[src/rtl/core_sequencer_if.sv]
// Instruction- and data-memory handshake bundle between core_sequencer (master)
// and the memory side (slave).
interface core_sequencer_if;
  logic        imem_req;
  logic        imem_valid;
  logic [31:0] imem_rdata;
  logic        memread;
  logic        memwrite;
  logic        mem_ack;

  modport master (
    output imem_req, memread, memwrite,
    input  imem_valid, imem_rdata, mem_ack
  );

  modport slave (
    input  imem_req, memread, memwrite,
    output imem_valid, imem_rdata, mem_ack
  );
endinterface

[src/rtl/core_sequencer.sv]
// Multi-cycle fetch/decode/execute/memory/write-back control FSM for the datapath.
// Define SEQ_PERF_COUNTERS_EN to add the cycle_count / retired_count outputs.
module core_sequencer #(
  parameter logic [31:0] PC_RESET = 32'h0000_0000
) (
  input  logic             clk,
  input  logic             rst,
  core_sequencer_if.master bus,
  input  logic             start,
  input  logic             zero,
  input  logic             halt,
  output logic             ir_load,
  output logic [31:0]      instruction,
  output logic [31:0]      pc,
  output logic             regwr,
  output logic             busy,
  output logic             halted,
  output logic             illegal
`ifdef SEQ_PERF_COUNTERS_EN
  ,
  output logic [31:0]      cycle_count,
  output logic [31:0]      retired_count
`endif
);

  localparam logic [6:0] OP_R      = 7'b0110011;
  localparam logic [6:0] OP_I      = 7'b0010011;
  localparam logic [6:0] OP_LOAD   = 7'b0000011;
  localparam logic [6:0] OP_STORE  = 7'b0100011;
  localparam logic [6:0] OP_BRANCH = 7'b1100011;
  localparam logic [6:0] OP_JAL    = 7'b1101111;
  localparam logic [6:0] OP_LUI    = 7'b0110111;
  localparam logic [6:0] OP_SYSTEM = 7'b1110011;

  typedef enum logic [2:0] {
    IDLE, FETCH, DECODE, EXECUTE, MEMORY, WRITEBACK, HALTED
  } state_t;

  state_t      state, state_next;
  logic [1:0]  rst_sync;
  logic        rst_n;
  logic [6:0]  opcode;
  logic [2:0]  funct3;
  logic        is_load, is_store, is_branch, is_jal, is_system, is_legal;
  logic        stop, taken;
  logic [31:0] imm_b, imm_j, pc_next;

  // Reset asserts asynchronously but is released two clocks later, in step with clk.
  always_ff @(posedge clk or negedge rst) begin
    if (!rst) rst_sync <= 2'b00;
    else      rst_sync <= {rst_sync[0], 1'b1};
  end

  assign rst_n = rst_sync[1];

  assign opcode    = instruction[6:0];
  assign funct3    = instruction[14:12];
  assign is_load   = (opcode == OP_LOAD);
  assign is_store  = (opcode == OP_STORE);
  assign is_branch = (opcode == OP_BRANCH);
  assign is_jal    = (opcode == OP_JAL);
  assign is_system = (opcode == OP_SYSTEM);
  assign is_legal  = (opcode == OP_R) || (opcode == OP_I) || is_load || is_store ||
                     is_jal || (opcode == OP_LUI) || (is_branch && funct3[2:1] == 2'b00);
  assign stop      = halt || is_system;
  assign taken     = funct3[0] ? !zero : zero;
  assign imm_b     = {{19{instruction[31]}}, instruction[31], instruction[7],
                      instruction[30:25], instruction[11:8], 1'b0};
  assign imm_j     = {{11{instruction[31]}}, instruction[31], instruction[19:12],
                      instruction[20], instruction[30:21], 1'b0};

  always_ff @(posedge clk or negedge rst_n) begin
    if (!rst_n) state <= IDLE;
    else        state <= state_next;
  end

  always_comb begin
    state_next = state;
    case (state)
      IDLE:      if (start) state_next = FETCH;
      FETCH:     if (bus.imem_valid) state_next = DECODE;
      DECODE:    state_next = (stop || !is_legal) ? HALTED : EXECUTE;
      EXECUTE: begin
        if (is_load || is_store) state_next = MEMORY;
        else if (is_branch)      state_next = FETCH;
        else                     state_next = WRITEBACK;
      end
      MEMORY:    if (bus.mem_ack) state_next = is_load ? WRITEBACK : FETCH;
      WRITEBACK: state_next = FETCH;
      HALTED:    state_next = HALTED;
      default:   state_next = IDLE;
    endcase
  end

  // Strobes decode the registered state only, so no input reaches an output combinationally.
  always_comb begin
    bus.imem_req = (state == FETCH);
    ir_load      = (state == DECODE);
    bus.memread  = (state == MEMORY) && is_load;
    bus.memwrite = (state == MEMORY) && is_store;
    regwr        = (state == WRITEBACK);
    busy         = (state != IDLE) && (state != HALTED);
    halted       = (state == HALTED);
  end

  always_comb begin
    pc_next = pc;
    case (state)
      EXECUTE: begin
        if (is_branch)   pc_next = taken ? pc + imm_b : pc + 32'd4;
        else if (is_jal) pc_next = pc + imm_j;
      end
      MEMORY:    if (bus.mem_ack && is_store) pc_next = pc + 32'd4;
      WRITEBACK: if (!is_jal) pc_next = pc + 32'd4;
      default:   pc_next = pc;
    endcase
  end

  always_ff @(posedge clk or negedge rst_n) begin
    if (!rst_n) begin
      pc          <= PC_RESET & 32'hFFFF_FFFC;
      instruction <= 32'h0;
      illegal     <= 1'b0;
    end else begin
      pc <= pc_next & 32'hFFFF_FFFC;
      if (state == FETCH && bus.imem_valid) instruction <= bus.imem_rdata;
      if (state == DECODE && !stop && !is_legal) illegal <= 1'b1;
    end
  end

`ifdef SEQ_PERF_COUNTERS_EN
  // Entering FETCH from IDLE is a start, not a retirement.
  always_ff @(posedge clk or negedge rst_n) begin
    if (!rst_n) begin
      cycle_count   <= 32'h0;
      retired_count <= 32'h0;
    end else begin
      if (busy) cycle_count <= cycle_count + 32'd1;
      if (state_next == FETCH && state != FETCH && state != IDLE)
        retired_count <= retired_count + 32'd1;
    end
  end
`endif

endmodule

[src/flat_wrapper.sv]
// flat-port wrapper written by rule: the top's interface ports become plain ports
module core_sequencer_flat 
#(
  parameter logic [31:0] PC_RESET = 32'h0000_0000
)
  (clk, rst, start, zero, halt, ir_load, instruction, pc, regwr, busy, halted, illegal, bus_imem_req, bus_memread, bus_memwrite, bus_imem_valid, bus_imem_rdata, bus_mem_ack);
  core_sequencer_if bus_i ();
  input  logic clk;
  input  logic rst;
  input  logic start;
  input  logic zero;
  input  logic halt;
  output logic ir_load;
  output logic [31:0] instruction;
  output logic [31:0] pc;
  output logic regwr;
  output logic busy;
  output logic halted;
  output logic illegal;
  output wire logic [$bits(bus_i.imem_req)-1:0] bus_imem_req;
  output wire logic [$bits(bus_i.memread)-1:0] bus_memread;
  output wire logic [$bits(bus_i.memwrite)-1:0] bus_memwrite;
  input wire logic [$bits(bus_i.imem_valid)-1:0] bus_imem_valid;
  input wire logic [$bits(bus_i.imem_rdata)-1:0] bus_imem_rdata;
  input wire logic [$bits(bus_i.mem_ack)-1:0] bus_mem_ack;
  assign bus_imem_req = bus_i.imem_req;
  assign bus_memread = bus_i.memread;
  assign bus_memwrite = bus_i.memwrite;
  assign bus_i.imem_valid = bus_imem_valid;
  assign bus_i.imem_rdata = bus_imem_rdata;
  assign bus_i.mem_ack = bus_mem_ack;
  core_sequencer #(.PC_RESET(PC_RESET)) u_core (.clk(clk), .rst(rst), .bus(bus_i), .start(start), .zero(zero), .halt(halt), .ir_load(ir_load), .instruction(instruction), .pc(pc), .regwr(regwr), .busy(busy), .halted(halted), .illegal(illegal));
endmodule
[config.mk]
export PLATFORM = sky130hd
export DESIGN_NAME = core_sequencer_flat
export DESIGN_NICKNAME = d
export VERILOG_FILES = /design/src/rtl/core_sequencer_if.sv /design/src/rtl/core_sequencer.sv /design/src/flat_wrapper.sv
export SDC_FILE = /design/constraint.sdc
export NUM_CORES = 1
export LEC_CHECK = 0
export CORE_AREA = 4 4 156 158
export DETAILED_ROUTE_END_ITERATION = 10
export DIE_AREA = 0 0 160 162
export GPL_ROUTABILITY_DRIVEN = 0
export MAX_ROUTING_LAYER = met4
export SLEW_MARGIN = 20
export SYNTH_ARGS = -nofsm -noshare
export SYNTH_HDL_FRONTEND = slang
export SYNTH_SLANG_ARGS = --single-unit
export TNS_END_PERCENT = 50
[constraint.sdc]
create_clock -name clk -period 3.6 [get_ports clk]
set_input_delay 0.36 -clock clk [delete_from_list [all_inputs] [get_ports clk]]
set_output_delay 0.36 -clock clk [all_outputs]
set_load 0.02 [all_outputs]
# Word level (Yosys, flattened, before mapping)
# Index checks and enable logic that the tools add are counted.
totals:
  reg_bits: 68
  latchBits: 0
  mem_bits_rw: 0
  romBits: 0
  in_bits: 39
  output_inout_bits: 72
  elab_cells: 70
  memories: 0
op_classes:
  n_addsub: 3
  mul: 0
  div: 0
  n_lt_le_gt_ge: 0
  n_eq_ne: 21
  shift: 0
  muxes: 15
  n_bitwise: 0
  n_reduce_logical: 26
op_table:
  columns: ["op", "n"]
  rows:
  - ["32-bit two-way mux", 5]
  - ["32-bit case mux with 3 select lines", 1]
  - ["32-bit adder", 2]
  - ["32-bit by 3-bit adder with 32-bit output (second input constant)", 1]
  - ["7-bit by 6-bit equality test with 1-bit output (second input constant)", 3]
  - ["7-bit equality test (second input constant)", 3]
  - ["3-bit two-way mux", 7]
  - ["3-bit case mux with 7 select lines", 1]
  - ["3-bit equality test (second input constant)", 3]
  - ["1-bit logical OR", 9]
  - ["1-bit logical AND", 8]
  - ["2-bit != test (second input constant)", 4]
  - ["7-bit by 2-bit equality test with 1-bit output (second input constant)", 1]
  - ["7-bit by 5-bit equality test with 1-bit output (second input constant)", 1]
  - ["3-bit by 2-bit equality test with 1-bit output (second input constant)", 2]
  - ["3-bit nonzero test", 2]
  - ["4-bit AND reduction", 1]
  - ["3-bit by 1-bit equality test with 1-bit output (second input constant)", 1]
  - ["1-bit zero test", 3]
  - ["3-bit zero test", 1]
  - ["3-bit by 1-bit != test with 1-bit output (second input constant)", 1]
  - ["3-bit != test (second input constant)", 1]
  - ["3-bit AND reduction", 1]
  - ["2-bit zero test", 1]
  - ["2 further kinds", 2]

# Longest topological paths before layout
# Gate-level depths: netlist (run 1).
logic_depth:
  word_depth: 11
  mapped_depth: 12
  mapped_depth_nobuf: 12

# Least setup slack after synthesis (run 1)
# Ideal clock, no wire load.
synth_timing:
  path_kind: "register -> register"
  start: "reg u_core.instruction[31]"
  end: "reg u_core.pc[26]"
  setup_time_ns: 0.127
  arrival_ns: 2.776
  required_ns: 3.473
  path_slack_ns: 0.697
  path_stages_with_launch: 11
  period_less_slack_ns: 2.903
  cell_sequence: "dfrtp_1 ha_1 a21oi_1 nand2_1 nor4_1 a21oi_1 a21oi_1 o22ai_1 mux2i_1 a221oi_1 nor2_1"
synth_between:
  elab_chain_len: 4
  word_cells_on_any_way: 6
synth_lines:
  columns: ["element", "line", "source"]
  rows:
  - ["start, declared", "core_sequencer.sv:13", "output logic [31:0] instruction,"]
  - ["start signal, assigned", "core_sequencer.sv:126", "if (state == FETCH && bus.imem_valid) instruction <= bus.imem_rdata;"]
  - ["32-bit adder (on tied branches)", "core_sequencer.sv:111, core_sequencer.sv:110", null]
  - ["32-bit two-way mux (on tied branches)", "core_sequencer.sv:111, core_sequencer.sv:110", null]
  - ["32-bit two-way mux *", "core_sequencer.sv:110", "if (is_branch) pc_next = taken ? pc + imm_b : pc + 32'd4;"]
  - ["32-bit case mux with 3 select lines *", "core_sequencer.sv:108", "case (state)"]
  - ["end signal, assigned", "core_sequencer.sv:121", "pc <= PC_RESET & 32'hFFFF_FFFC;"]
  - ["end signal, assigned", "core_sequencer.sv:125", "pc <= pc_next & 32'hFFFF_FFFC;"]
  - ["end, declared", "core_sequencer.sv:14", "output logic [31:0] pc,"]
# Mark *: on every way between the ends. The rest lies on a longest branch, timed or not. The select of a mux whose other input is x is not followed.
# A chain may end at the register's enable or synchronous reset.

# Worst setup path in the final report (run 1)
layout_timing:
  start: "reg u_core.pc[2]"
  end: "reg u_core.pc[26]"
layout_between:
  elab_chain_len: 4
  word_cells_on_any_way: 9
layout_lines:
  columns: ["element", "line", "source"]
  rows:
  - ["32-bit adder (tied with other cells)", "core_sequencer.sv:111", "else if (is_jal) pc_next = pc + imm_j;"]
  - ["32-bit two-way mux (on tied branches)", "core_sequencer.sv:111, core_sequencer.sv:110", null]
  - ["32-bit two-way mux", "core_sequencer.sv:110", null]
  - ["32-bit case mux with 3 select lines *", "core_sequencer.sv:108", null]
# Marks and branches as above.

==> results of run 1 <==
[layout by cell type (no fill, tap or decap), types with 9 or more instances in the layout]
cell and count:
o31ai_1 10, nand2b_1 12, and3_1 13, nor2_1 83, nand3_1 28, o21ai_0 74, xor2_1 24, clkdlybuf4s50_1 108
nor3_1 21, dfrtp_1 67, ha_1 42, nand2_1 115, xnor2_1 44, a21oi_1 88, inv_1 18, clkbuf_16 9
a31oi_1 11, mux2_2 20, a21o_1 13, nand4_1 17, buf_4 26, a211oi_1 11
[power by group through the flow]
| stage | sequential (mW) | clock (mW) | combinational (mW) |
|---|---|---|---|
| 4_1_cts | 0.771 | 0.887 | 0.107 |
| 2_1_floorplan | 0.798 | 0 | 0.0279 |
| 3_5_place_dp | 0.785 | 0 | 0.107 |
| 6_report | 0.771 | 0.867 | 0.106 |
| 3_3_place_gp | 0.785 | 0 | 0.106 |
| 5_1_grt | 0.771 | 0.914 | 0.116 |
[metrics by stage]
stage	setup WS (ns)	instances	utilization (%)	instance area, sq um
floorplan	0.697	896	-	6810
global placement	0.496	1273	35.8	8270
detailed placement	0.432	1273	35.8	8270
CTS	0.404	1289	36.9	8540
global route	0.112	1290	37.0	8550
finish	0.329	1290	37.0	8550
[metal layers]
layer | part of all wire, % | GRT usage (%) | vias up
met5 | 0 | - | -
met1 | 46 | 26.7 | 3450
met4 | 3.0 | 7.27 | 0
met2 | 42 | 28.4 | 343
met3 | 8.3 | 4.09 | 53
li1 | - | - | 3480
[worst max-delay path by stage]
| stage | from | end | slack [ns] | depth (start not counted) |
|---|---|---|---|---|
| after floorplan | u_core.instruction[31]$_DFFE_PN0P_ | u_core.pc[26]$_DFFE_PN0P_ | 0.70 | 10 |
| after global placement | u_core.pc[2]$_DFFE_PN0P_ | u_core.pc[26]$_DFFE_PN0P_ | 0.50 | 12 |
| after detailed placement | u_core.pc[2]$_DFFE_PN0P_ | u_core.pc[26]$_DFFE_PN0P_ | 0.43 | 12 |
| after CTS | u_core.pc[2]$_DFFE_PN0P_ | u_core.pc[26]$_DFFE_PN0P_ | 0.40 | 12 |
| after global routing | u_core.pc[2]$_DFFE_PN0P_ | u_core.pc[26]$_DFFE_PN0P_ | 0.11 | 12 |
| final | u_core.pc[2]$_DFFE_PN0P_ | u_core.pc[26]$_DFFE_PN0P_ | 0.33 | 12 |
[cell families after synthesis]
family | after synthesis
buf+inv | 65
flops | 68
simple gates | 323
mux | 24
xor+xnor | 69
compound gates | 300
fa+ha+maj | 44
other cells | 2
[state kept, by name, summed over array words and instances (netlist names)]
register and count:
u_core.rst_sync 2, u_core.illegal 1, u_core.pc 30, u_core.instruction 32, u_core.state 3
[final cells by class]
class	count	area, sq um
Inverter	18	67.6
Fill cell	2449	14600
Antenna cell	1	2.50
Multi-Input combinational cell	763	4860
Clock inverter	6	41.3
Sequential cell	68	1700
Clock buffer	10	229
Tap cell	290	363
Timing Repair Buffer	134	1280
==> impl_results.md, run 1 <==
- Status: complete, no violations
- Crit path kind: register to register
- XOR/XNOR Fraction of Synth Area: 8.87%
- Die area: 25900 sq um
- Largest net degree at the start of global routing: 67
- NetSw: 0.457 mW
- H-tree depth: 3
- Power share of the clock group: 49.7%
- # setup viols final: 0
- TritonCTS clock tree: built
- CORE AREA: 23100 sq um
- CTS Hold Bufs: 0
- Min-delay worst type: primary input to async pin
- Synthesis-to-layout area growth: 25.5%
- Top post-synthesis cells by area: dfrtp_1 (25%), ha_1 (7.7%), a21oi_1 (6.5%), nand2_1 (6.3%), xnor2_1 (5.8%)
- Tot GR Track Use: 19.5%
- Worst vdd ir: 0.000216 V
- Worst EP arrival: 3.50 ns
- Die Span X: 160 microns
- Total grt overflow: 0
- Worst Skew: 0.0141 ns
- Multiplexer share of the synthesized area: 3.89%
- Drt wl/cell: 19.3 microns
- Worst path required time: 3.83 ns
- Slew @ Worst Pin: 0.902 ns
- Cts bufs inserted: 9
- Design Power: 1.74 mW
- Net Sw Frac: 26.2%
- Clock sink count: 68
- Hold_ws: 0.158 ns
- Max Fclk: 306 MHz
- Post-synthesis simple-gate area fraction: 22.0%
- Slowest CP cell: dfrtp_1
- Sequential share of power: 44.2%
- Layout Nets: 1077
- Clock Latency Late Sink: 0.36 ns
- Via density: 5.68
- Crit path max-delay family: compound AO/OA/AOI/OAI gates
- Aggregate routed wire length: 24900 microns
- Fin crit period: 3.27 ns
- Critical Path, Cell by Cell: ha_1 > inv_1 > fa_1 > nand2b_1 > a21oi_1 > o2111ai_1 > a21oi_1 > a21oi_1 > o22ai_1 > mux2i_1 > a221oi_1 > nor2_1
- FP Rows: 56
- R2R Setup Slk: 0.33 ns
- Critical Path Max Stage Delay: 0.48 ns
- Internal: 1.29 mW
- Max-cap violations: 0
- Vias: 7326
- Die height: 162 microns
- CTS Root Cell: clkbuf_16
- PortBufs: 108
- Sequential fraction of the synthesis area: 25.0%
- RSZ-0062 raised after global routing: no
- Final worst path period share: 90.9%
- Netlist cell types: 72
- Detailed Route Iter0 Violations: 575
- Clk buf depth: 2
- Vias in the first global route: 6967
- Dominant cell by count in the synthesized netlist: nand2_1
- Post-synth top area cell: dfrtp_1
- Max transition margin: 39.9%
- Largest family of logic cells by synthesized area: compound AO/OA/AOI/OAI gates
- Clock transition at path regs: 0.07 ns
- Worst R2R Path Depth: 12
- Leak Pwr: 3.50 nW
- Post-CTS setup buffers: 0
- First-pass GRT wire length: 39200 microns
- Syn Area/Cell: 7.61 sq um
- FF-to-FF End: u_core.pc[26]$_DFFE_PN0P_
- Commonest cells post-synth: nand2_1 (115), a21oi_1 (88), nor2_1 (83)
- Post-synthesis adder-cell area fraction: 8.30%
- Post-DRT Antenna Nets: 0
- Synth Flop Type: dfrtp_1
- Post-synthesis cell area: 6810 sq um
- Compound-Gate Fraction of Synth Area: 28.1%
- Critical path peak fanout: 8
- Share of the synthesized area in the top cell type: 25.0%
- Post-Route Setup TNS: 0 ns
- Io pins: 111
- Layout cells sized above 1: 8.41%
- Initial antenna violation count: 1
- DRC: 0
- Worst Setup End Kind: register
- RR Startpoint: u_core.pc[2]$_DFFE_PN0P_
- Synth Register Bits: 68
- Initial core utilization: 29.5%
- Crit path buf inv count: 1
- 1st-pass router iterations: 5
- DP HPWL: 18800 microns
- Post-synth EDFFs: 0
- Cells after Synth: 895
- Max-slew violations: 0
- Post-CTS Resized: 0
- Async SR Flop Fraction: 100%
- Yosys warnings: 0
- Critical Path Start Type: register
- Fin. Hold Viols: 0
- PwrDens: 204 nW/um^2
- Gate power share: 6.1%
- Most used cell, CP: a21oi_1
Note: power is estimated with default switching activity, not from simulation.
==> inputs of run 2 (changes only) <==
--- a/config.mk
+++ b/config.mk
@@ -5,9 +5,9 @@
 export SDC_FILE = /design/constraint.sdc
 export NUM_CORES = 1
 export LEC_CHECK = 0
-export CORE_AREA = 4 4 156 158
+export CORE_AREA = 4 4 136 138
 export DETAILED_ROUTE_END_ITERATION = 10
-export DIE_AREA = 0 0 160 162
+export DIE_AREA = 0 0 140 142
 export GPL_ROUTABILITY_DRIVEN = 0
 export MAX_ROUTING_LAYER = met4
 export SLEW_MARGIN = 20
==> run 2 against run 1 <==
Global-route usage grew 5.1 points. Sequential share of layout area is 0.15 points higher. Combinational power shrank 7%. Critical endpoint is now u_core.pc[22]$_DFFE_PN0P_. Largest cell class unchanged. Highest routed layer unchanged.
==> impl_results.md, run 2 (same netlist as run 1, synthesis figures left out) <==
- Status: complete, no violations
- Crit path max-delay family: compound AO/OA/AOI/OAI gates
- Detailed Route Iter0 Violations: 657 (+14%)
- Commonest non-fill, non-tap cell in the layout: nand2_1
- Aggregate routed wire length: 23900 microns (-4.2%)
- First-pass GRT wire length: 38200 microns (-2.5%)
- Via density: 5.89 (+3.7%)
- Initial core utilization: 39.6% (+10 points)
- Setup slack at placement: 0.385 ns (-0.0470 ns)
- DP HPWL: 17800 microns (-5.0%)
- Post-DRT Antenna Nets: 0 (unchanged)
- Synthesis-to-layout area growth: 24.5%
- Worst Skew: 0.00864 ns (-0.00548 ns)
- Min-delay worst type: primary input to async pin
- Die area: 19900 sq um (-23%)
- Worst Setup End Kind: register
- Worst path required time: 3.90 ns (+0.07 ns)
- Io pins: 111 (unchanged)
- Final worst path period share: 92.3% (+1.4 points)
- Slew @ Worst Pin: 0.852 ns (-0.0503 ns)
- Slowest CP cell: dfrtp_1
- PwrDens: 208 nW/um^2 (+2.1%)
- Layout Nets: 1076 (-0.093%)
- CTS Root Cell: clkbuf_16
- Leak Pwr: 3.50 nW (+0.16%)
- Most frequent cells in the layout: nand2_1 (115), clkdlybuf4s50_1 (108), a21oi_1 (88)
- Most used cell, CP: a21oi_1
- CORE AREA: 17200 sq um (-26%)
- H-tree depth: 3 (unchanged)
- Vias: 7203 (-1.7%)
- Antenna Cells: 0 (-1)
- # setup viols final: 0 (unchanged)
- Drt wl/cell: 19.5 microns (+1.0%)
- Die height: 142 microns (-12%)
- Fin. Hold Viols: 0 (unchanged)
- Worst EP arrival: 3.62 ns (+0.12 ns)
- Total grt overflow: 0 (unchanged)
- Clock transition at path regs: 0.07 ns (about the same)
- Layout cells sized above 1: 8.42% (+0.0084 points)
- DRC: 0 (unchanged)
- Crit path kind: register to register
- Post-Route Setup TNS: 0 ns (unchanged)
- CTS Hold Bufs: 0 (unchanged)
- Vias in the first global route: 6929 (-0.55%)
- Largest regs: u_core.instruction x32, u_core.pc x30, u_core.state x3
- TritonCTS clock tree: built
- PortBufs: 108 (unchanged)
- Cts bufs inserted: 9 (unchanged)
- Critical Path Max Stage Delay: 0.47 ns (about the same)
- Fin crit period: 3.32 ns (+0.0514 ns)
- Max-slew violations: 0 (unchanged)
- Die Span X: 140 microns (-13%)
- Post-CTS setup buffers: 0 (unchanged)
- Reg with most FFs: u_core.instruction
- Critical Path, Cell by Cell: ha_1 > inv_1 > fa_1 > nand2b_1 > a21oi_1 > o211ai_1 > a21oi_1 > o21ai_1 > xnor2_1 > a31oi_1 > o32ai_1 > a22o_1
- Largest net degree at the start of global routing: 36 (-46%)
- Worst Setup Slack, final: 0.278 ns (-0.0514 ns)
- Tot GR Track Use: 24.6% (+5.1 points)
- Clock Latency Late Sink: 0.36 ns (about the same)
- Max-cap violations: 0 (unchanged)
- Max transition margin: 43.2% (+3.4 points)
- Clk buf depth: 2 (unchanged)
- Initial antenna violation count: 0 (-1)
- Crit path buf inv count: 1 (unchanged)
- RSZ-0062 raised after global routing: no
- Worst vdd ir: 0.000212 V (-1.7%)
- Post-CTS Resized: 0 (unchanged)
- Clock sink count: 68 (unchanged)
- Critical path peak fanout: 8 (unchanged)
- Max Fclk: 301 MHz (-1.5%)
- Critical Path Start Type: register
- FP Rows: 48 (-14%)
- Max reg flops: 32 (unchanged)
- 1st-pass router iterations: 5 (unchanged)
[run 2: cell types whose count changed in the layout (fill, tap and decap cells not counted), sizes merged]
cell | previous run | this run
buf | 26 | 25
clkbuf | 10 | 9
clkinv | 2 | 1
diode | 1 | 0
inv | 19 | 21
[run 2: through the flow]
step	power [mW]	hold slack (ns)	area (sq um)	instances	utilization (%)
after detailed placement	0.894	0.337	8200	1207	47.7
after floorplan	0.826	0.0644	6810	896	-
after CTS	1.79	0.150	8480	1223	49.4
after global routing	1.82	0.165	8480	1223	49.4
final	1.77	0.157	8480	1223	49.4
after global placement	0.894	0.334	8200	1207	47.7
[run 2: final timing paths]
path / start / endpoint / slack, ns / cells past startpoint
hold reg to reg: u_core.rst_sync[0]$_DFF_PN0_ / u_core.rst_sync[1]$_DFF_PN0_ / 0.35 / 0
hold / removal: rst / u_core.rst_sync[0]$_DFF_PN0_ / 0.16 / 1
max in group asynchronous: u_core.rst_sync[1]$_DFF_PN0_ / u_core.instruction[18]$_DFFE_PN0P_ / 2.54 / 1
min in group clk: u_core.rst_sync[0]$_DFF_PN0_ / u_core.rst_sync[1]$_DFF_PN0_ / 0.35 / 0
setup reg to reg: u_core.pc[2]$_DFFE_PN0P_ / u_core.pc[22]$_DFFE_PN0P_ / 0.28 / 12
setup / recovery: u_core.pc[2]$_DFFE_PN0P_ / u_core.pc[22]$_DFFE_PN0P_ / 0.28 / 12
[run 2: final cells by class]
cell class | count | area, sq um
tap | 225 | 282
multi-input combinational | 763 | 4860
clock buffer | 9 | 225
inverter | 18 | 67.6
timing repair buffer | 133 | 1280
sequential | 68 | 1700
clock inverter | 7 | 60.1
fill | 1738 | 8690
[run 2: per-layer routing]
metal | wire [microns] | global-route usage (%) | part of all wire, %
met3 | 1520 | 3.09 | 6.4
met5 | 0 | - | 0
met2 | 10500 | 36.9 | 44
met4 | 595 | 8.11 | 2.5
met1 | 11200 | 34.6 | 47
[run 2: report_power, final]
group,internal (mW),leakage [nW],switching [mW]
sequential,0.767,0.843,0.0128
combinational,0.0548,2.53,0.0443
clock,0.478,0.131,0.411
total,1.30,3.50,0.468
[run 2: worst reg2reg max path, stage by stage (launching register included)]
cell and delay [ns]:
dfrtp_1 0.47, ha_1 0.26, inv_1 0.07, fa_1 0.41
nand2b_1 0.18, a21oi_1 0.24, o211ai_1 0.25, a21oi_1 0.26
o21ai_1 0.24, xnor2_1 0.28, a31oi_1 0.13, o32ai_1 0.29
a22o_1 0.18
